[src/rtl/stopwatch_pkg.sv]
// stopwatch_pkg: shared types and constants for the BCD stopwatch.
//   state_t  - run-control FSM states
//   bcd_t    - one 4-bit BCD digit
//   BCD_MAX  - largest legal BCD digit value
package stopwatch_pkg;

    typedef enum logic [1:0] {
        IDLE,
        RUN,
        PAUSE
    } state_t;

    typedef logic [3:0] bcd_t;

    localparam bcd_t BCD_MAX = 4'd9;

endpackage

[src/rtl/bcd_digit.sv]
// bcd_digit: single decade counter, 0..MAX, synchronous clear.
// Ports:
//   clk        - system clock
//   rst        - asynchronous active-high reset (value -> 0)
//   clear      - synchronous zero, overrides en
//   en         - advance by one on this edge
//   next_value - value the digit will hold after the coming edge
//   carry      - en AND (value == MAX); enables the next digit up
module bcd_digit
    import stopwatch_pkg::*;
#(
    parameter bcd_t MAX = BCD_MAX
) (
    input  logic clk,
    input  logic rst,
    input  logic clear,
    input  logic en,
    output bcd_t next_value,
    output logic carry
);

    bcd_t value;

    // ">=" rather than "==" so any out-of-range value falls back to 0.
    always_comb begin
        next_value = value;
        if (clear) begin
            next_value = '0;
        end else if (en) begin
            next_value = (value >= MAX) ? bcd_t'(0) : value + 4'd1;
        end
    end

    assign carry = en & (value == MAX);

    always_ff @(posedge clk or posedge rst) begin
        if (rst) begin
            value <= '0;
        end else begin
            value <= next_value;
        end
    end

endmodule

[src/rtl/bcd_stopwatch.sv]
// bcd_stopwatch: four-digit BCD stopwatch (tens-sec, sec, tenths, hundredths).
// Ports:
//   clk        - system clock, all state changes on rising edge
//   RESET      - asynchronous active-high reset
//   slow_clk   - unsynchronized ~100 Hz level; each rise yields one tick
//   start_stop - one-cycle pulse, toggles run/pause
//   clear      - one-cycle pulse, zeroes count and lap, returns to IDLE
//   lap        - one-cycle pulse, toggles display freeze while running
//   disp       - registered display {tens, sec, tenths, hundredths}
//   running    - high while in RUN
//   lap_active - high while the display is frozen
//   wrap       - one-cycle pulse on rollover MAX_TENS9.99 -> 00.00
module bcd_stopwatch
    import stopwatch_pkg::*;
#(
    parameter int unsigned MAX_TENS = 5
) (
    input  logic        clk,
    input  logic        RESET,
    input  logic        slow_clk,
    input  logic        start_stop,
    input  logic        clear,
    input  logic        lap,
    output logic [15:0] disp,
    output logic        running,
    output logic        lap_active,
    output logic        wrap
);

    logic   sync1, sync2, prev;
    logic   tick;
    logic   count_en;
    state_t state;
    logic [15:0] lap_reg;
    logic [15:0] next_count;
    bcd_t   n0, n1, n2, n3;
    logic   c0, c1, c2, c3;

    // Two-flop synchronizer plus one history flop for rise detection.
    always_ff @(posedge clk or posedge RESET) begin
        if (RESET) begin
            sync1 <= 1'b0;
            sync2 <= 1'b0;
            prev  <= 1'b0;
        end else begin
            sync1 <= slow_clk;
            sync2 <= sync1;
            prev  <= sync2;
        end
    end

    assign tick     = sync2 & ~prev;
    // Registered state gates counting, so a tick alongside start_stop
    // counts when leaving RUN but not when entering it.
    assign count_en = tick & (state == RUN) & ~clear;

    bcd_digit #(.MAX(BCD_MAX)) u_hund (
        .clk(clk), .rst(RESET), .clear(clear), .en(count_en),
        .next_value(n0), .carry(c0)
    );
    bcd_digit #(.MAX(BCD_MAX)) u_tenth (
        .clk(clk), .rst(RESET), .clear(clear), .en(c0),
        .next_value(n1), .carry(c1)
    );
    bcd_digit #(.MAX(BCD_MAX)) u_sec (
        .clk(clk), .rst(RESET), .clear(clear), .en(c1),
        .next_value(n2), .carry(c2)
    );
    bcd_digit #(.MAX(bcd_t'(MAX_TENS))) u_tens (
        .clk(clk), .rst(RESET), .clear(clear), .en(c2),
        .next_value(n3), .carry(c3)
    );

    assign next_count = {n3, n2, n1, n0};

    // disp is loaded from the post-edge count so it changes on the same
    // edge as the digits rather than one cycle later.
    always_ff @(posedge clk or posedge RESET) begin
        if (RESET) begin
            state      <= IDLE;
            running    <= 1'b0;
            lap_active <= 1'b0;
            lap_reg    <= '0;
            disp       <= '0;
            wrap       <= 1'b0;
        end else begin
            wrap <= c3;
            if (clear) begin
                state      <= IDLE;
                running    <= 1'b0;
                lap_active <= 1'b0;
                lap_reg    <= '0;
                disp       <= '0;
            end else begin
                case (state)
                    IDLE: if (start_stop) begin
                        state   <= RUN;
                        running <= 1'b1;
                    end
                    RUN: if (start_stop) begin
                        state   <= PAUSE;
                        running <= 1'b0;
                    end
                    PAUSE: if (start_stop) begin
                        state   <= RUN;
                        running <= 1'b1;
                    end
                    default: begin
                        state   <= IDLE;
                        running <= 1'b0;
                    end
                endcase

                if ((state == RUN) && lap) begin
                    if (!lap_active) begin
                        lap_active <= 1'b1;
                        lap_reg    <= next_count;
                    end else begin
                        lap_active <= 1'b0;
                    end
                    disp <= next_count;
                end else begin
                    disp <= lap_active ? lap_reg : next_count;
                end
            end
        end
    end

endmodule

[config.mk]
export PLATFORM = sky130hd
export DESIGN_NAME = bcd_stopwatch
export DESIGN_NICKNAME = d
export VERILOG_FILES = /design/src/rtl/stopwatch_pkg.sv /design/src/rtl/bcd_digit.sv /design/src/rtl/bcd_stopwatch.sv
export SDC_FILE = /design/constraint.sdc
export NUM_CORES = 1
export LEC_CHECK = 0
export ABC_AREA = 1
export BUFFER_PORTS_ARGS = -buffer_cell sky130_fd_sc_hd__buf_2
export CAP_MARGIN = 20
export CORE_MARGIN = 4
export CORE_UTILIZATION = 42
export DETAILED_ROUTE_END_ITERATION = 6
export SETUP_SLACK_MARGIN = 0.1
export SLEW_MARGIN = 10
export SYNTH_ARGS = -nofsm -noshare
export SYNTH_HDL_FRONTEND = slang
export SYNTH_SLANG_ARGS = --single-unit
[constraint.sdc]
create_clock -name clk -period 2.3 [get_ports clk]
set_clock_uncertainty 0.2 [all_clocks]
set_input_delay 0.46 -clock clk [delete_from_list [all_inputs] [get_ports clk]]
set_output_delay 0.46 -clock clk [all_outputs]
set_load 0.005 [all_outputs]
==> flow_summary.json <==
{
  "synth_area_leader_cell": "dfrtp_1",
  "design_area_mm2": 0.00336,
  "highest_layer": "met4",
  "worstMarginPinSlew_ns": 0.342,
  "htreeDepth": 2,
  "critPathMaxStageDelay_ns": 0.41,
  "path_cells": "inv_1 -> ha_1 -> nand2_1 -> nor2_4 -> nand3_4 -> nor2_8 -> o21ai_0 -> nand4_1 -> nand3_1 -> nand2_1 -> inv_1",
  "viasPerCell": 4.76,
  "crit_fanout": 8,
  "synth-seq-area-share_pct": 46.5,
  "cts_root_buf": "clkbuf_8",
  "swShare_pct": 24.2,
  "synth_seq_cells": 55,
  "core_mm2": 0.00683,
  "startpoint_type": "flip-flop",
  "cp_top_family": "simple AND/OR/NAND/NOR gates",
  "port_buffers": 24,
  "dr.first_iter.drc_count": 129,
  "clock_latency_ns": 0.31,
  "hold_end": "sync1$_DFF_PP0_",
  "cts_tree": "done",
  "crit_buf_inv": 2,
  "switchingPower_mw": 0.445,
  "drive_gt1_share_pct": 16.7,
  "min_from": "slow_clk",
  "wl_met3_um": 150,
  "syn_nets": 395,
  "nets": 425,
  "internal_power_mw": 1.39,
  "maxCapViolations": 0,
  "final_cell_mix": "nand2_1, inv_1, dfrtp_1",
  "ant_nets": 0,
  "synthTopCellsByArea": "dfrtp_1, nand2_1, inv_1",
  "clock-sinks": 55,
  "cts_buffers": 5,
  "gp_congestion": 0.834,
  "hp-class": "input pin to flip-flop",
  "max_freq_ghz": 0.502,
  "drcViolationCount": 0,
  "dr.pass1.iters": 4,
  "hold_depth": 1,
  "dieArea_mm2": 0.00846,
  "cellPowerDensity_mw_per_mm2": 547,
  "crit_required_ns": 2.32,
  "worstSetupPathType": "flip-flop to flip-flop",
  "die_height_um": 92.0,
  "fin_crit_sh_pct": 86.7,
  "place_area_mm2": 0.00322,
  "grt-ovfl-total": 0,
  "reg2reg_depth": 11,
  "slew_headroom_pct": 77.1,
  "leakagePower_nw": 2.07,
  "num-fill-cells": 690,
  "rows": 30,
  "final-seq-area_mm2": 0.00138,
  "slew_violations": 0,
  "io_pins": 25,
  "routedWlPerCell_um": 12.4,
  "r2r-start": "u_hund.value[1]$_DFF_PP0_",
  "final_core_util_pct": 49.1,
  "vias": 2399,
  "r2r_end": "disp[11]$_DFF_PP0_",
  "p_seq_share_pct": 54.1,
  "rsz0062_at_grt": "no",
  "multiInputGateArea_mm2": 0.00129,
  "status": "finished clean",
  "yosys.cell_types.count": 32,
  "synth_area_mm2": 0.00296,
  "wl_mm": 6.26,
  "track_usage_pct": 16.1,
  "rrSetupSlack_ns": 0.31,
  "wl_met2_mm": 3.10,
  "cts_buffer_depth": 2,
  "p_clk_share_pct": 36.9,
  "min_period_ns": 1.99,
  "cp_slowest_cell": "dfrtp_1",
  "grt_pass1_vias": 2357,
  "clk_pin_slew_ns": 0.10,
  "ir_drop_uv": 299,
  "met1_length_mm": 2.89,
  "yosys_warnings": 0,
  "final.setup.tns_ns": 0,
  "synth_area_per_cell_um2": 7.86,
  "grt_pass1_wl_mm": 10.9,
  "start_util_pct": 43.4,
  "end_kind": "flip-flop",
  "mostFrequentLayoutCell": "nand2_1",
  "syn_inst": 377,
  "syn2layout_area_growth_pct": 13.3,
  "critical_path_arrival_ns": 2.01,
  "antenna_found_initial": 0,
  "insertedDiodeCount": 0,
  "dieWidth_um": 92.0,
  "hold_viol_final": 0,
  "comb_power_share_pct": 8.9,
  "grt_start_max_net_pins": 56,
  "setup_viol_count_final": 0,
  "synth_top_area_share_pct": 46.5,
  "hpwl_mm": 4.45
}
[logic make-up (layout without fill, tap and decap cells)]
kind of cell,after synthesis,in the layout,synth area share [%]
and+or+nand+nor,207,207,33.1
buffers and inverters,75,106,10.2
DFF,55,55,46.5
AOI/OAI and AO/OA,26,26,4.56
adders and majority gates,12,12,5.07
xor gates and xnor gates,1,1,0.296
muxes,1,1,0.338
[stage by stage]
step	worst slack (ns)	power, mW	std cells	hold slack (ns)
5_1_grt	0.152	1.93	504	0.0330
6_report	0.306	1.84	504	0.0437
2_1_floorplan	0.297	1.12	377	0.131
3_5_place_dp	0.265	1.18	495	0.139
3_3_place_gp	0.261	1.18	495	0.137
4_1_cts	0.237	1.87	504	0.0300
[cell type report]
class / count / share of cell area, %
clock inverters: 2 / 1.04
repair buffers: 34 / 6.26
flip-flops and latches: 55 / 41.0
multi-input cells: 247 / 38.4
well taps: 96 / 3.58
inverters: 64 / 7.23
clock buffers: 6 / 2.46
[layer usage]
layer | vias to the layer above | track usage [%]
li1 | 1225 | -
met1 | 1140 | 20.8
met2 | 25 | 27.3
met3 | 9 | 2.30
met4 | 0 | 6.44
met5 | - | 0
[worst max path at each step]
| stage | slack (ns) | from | to | depth (start not counted) |
|---|---|---|---|---|
| after floorplan | 0.30 | RESET | disp[0]$_DFF_PP0_ | 1 |
| after global placement | 0.26 | u_hund.value[1]$_DFF_PP0_ | disp[11]$_DFF_PP0_ | 11 |
| after detailed placement | 0.27 | u_hund.value[1]$_DFF_PP0_ | disp[11]$_DFF_PP0_ | 11 |
| after CTS | 0.24 | u_hund.value[1]$_DFF_PP0_ | disp[11]$_DFF_PP0_ | 11 |
| after global routing | 0.15 | u_hund.value[1]$_DFF_PP0_ | lap_reg[13]$_DFFE_PP0P_ | 11 |
| final | 0.31 | u_hund.value[1]$_DFF_PP0_ | disp[11]$_DFF_PP0_ | 11 |
[synthesized netlist by cell type, drive strengths merged]
| library cell | instances |
|---|---|
| o21ai | 19 |
| or2 | 3 |
| nor4 | 1 |
| xor2 | 1 |
| clkbuf | 3 |
| nand4 | 10 |
| nor3 | 1 |
| nor2 | 12 |
| inv | 64 |
| a21oi | 6 |
| nand2 | 132 |
| o22ai | 1 |
| buf | 8 |
| dfrtp | 55 |
| nand3 | 48 |
| mux2i | 1 |
| ha | 12 |
[what timing repair did]
item | in CTS | in global routing
hold buffers | 1 | 0
endpoints found under the setup margin | 0 | 1
endpoints found under the hold margin | 55 | 0
buffers inserted | 0 | 0
resized for setup | 0 | 1
[power groups by stage]
stage	Combinational, mW	Clock [mW]	Sequential, mW
global route	0.187	0.747	0.996
floorplan	0.103	0	1.01
global placement	0.165	0	1.01
finish	0.164	0.678	0.993
detailed placement	0.167	0	1.01
CTS	0.168	0.708	0.994
(Power assumes the default switching activity.)
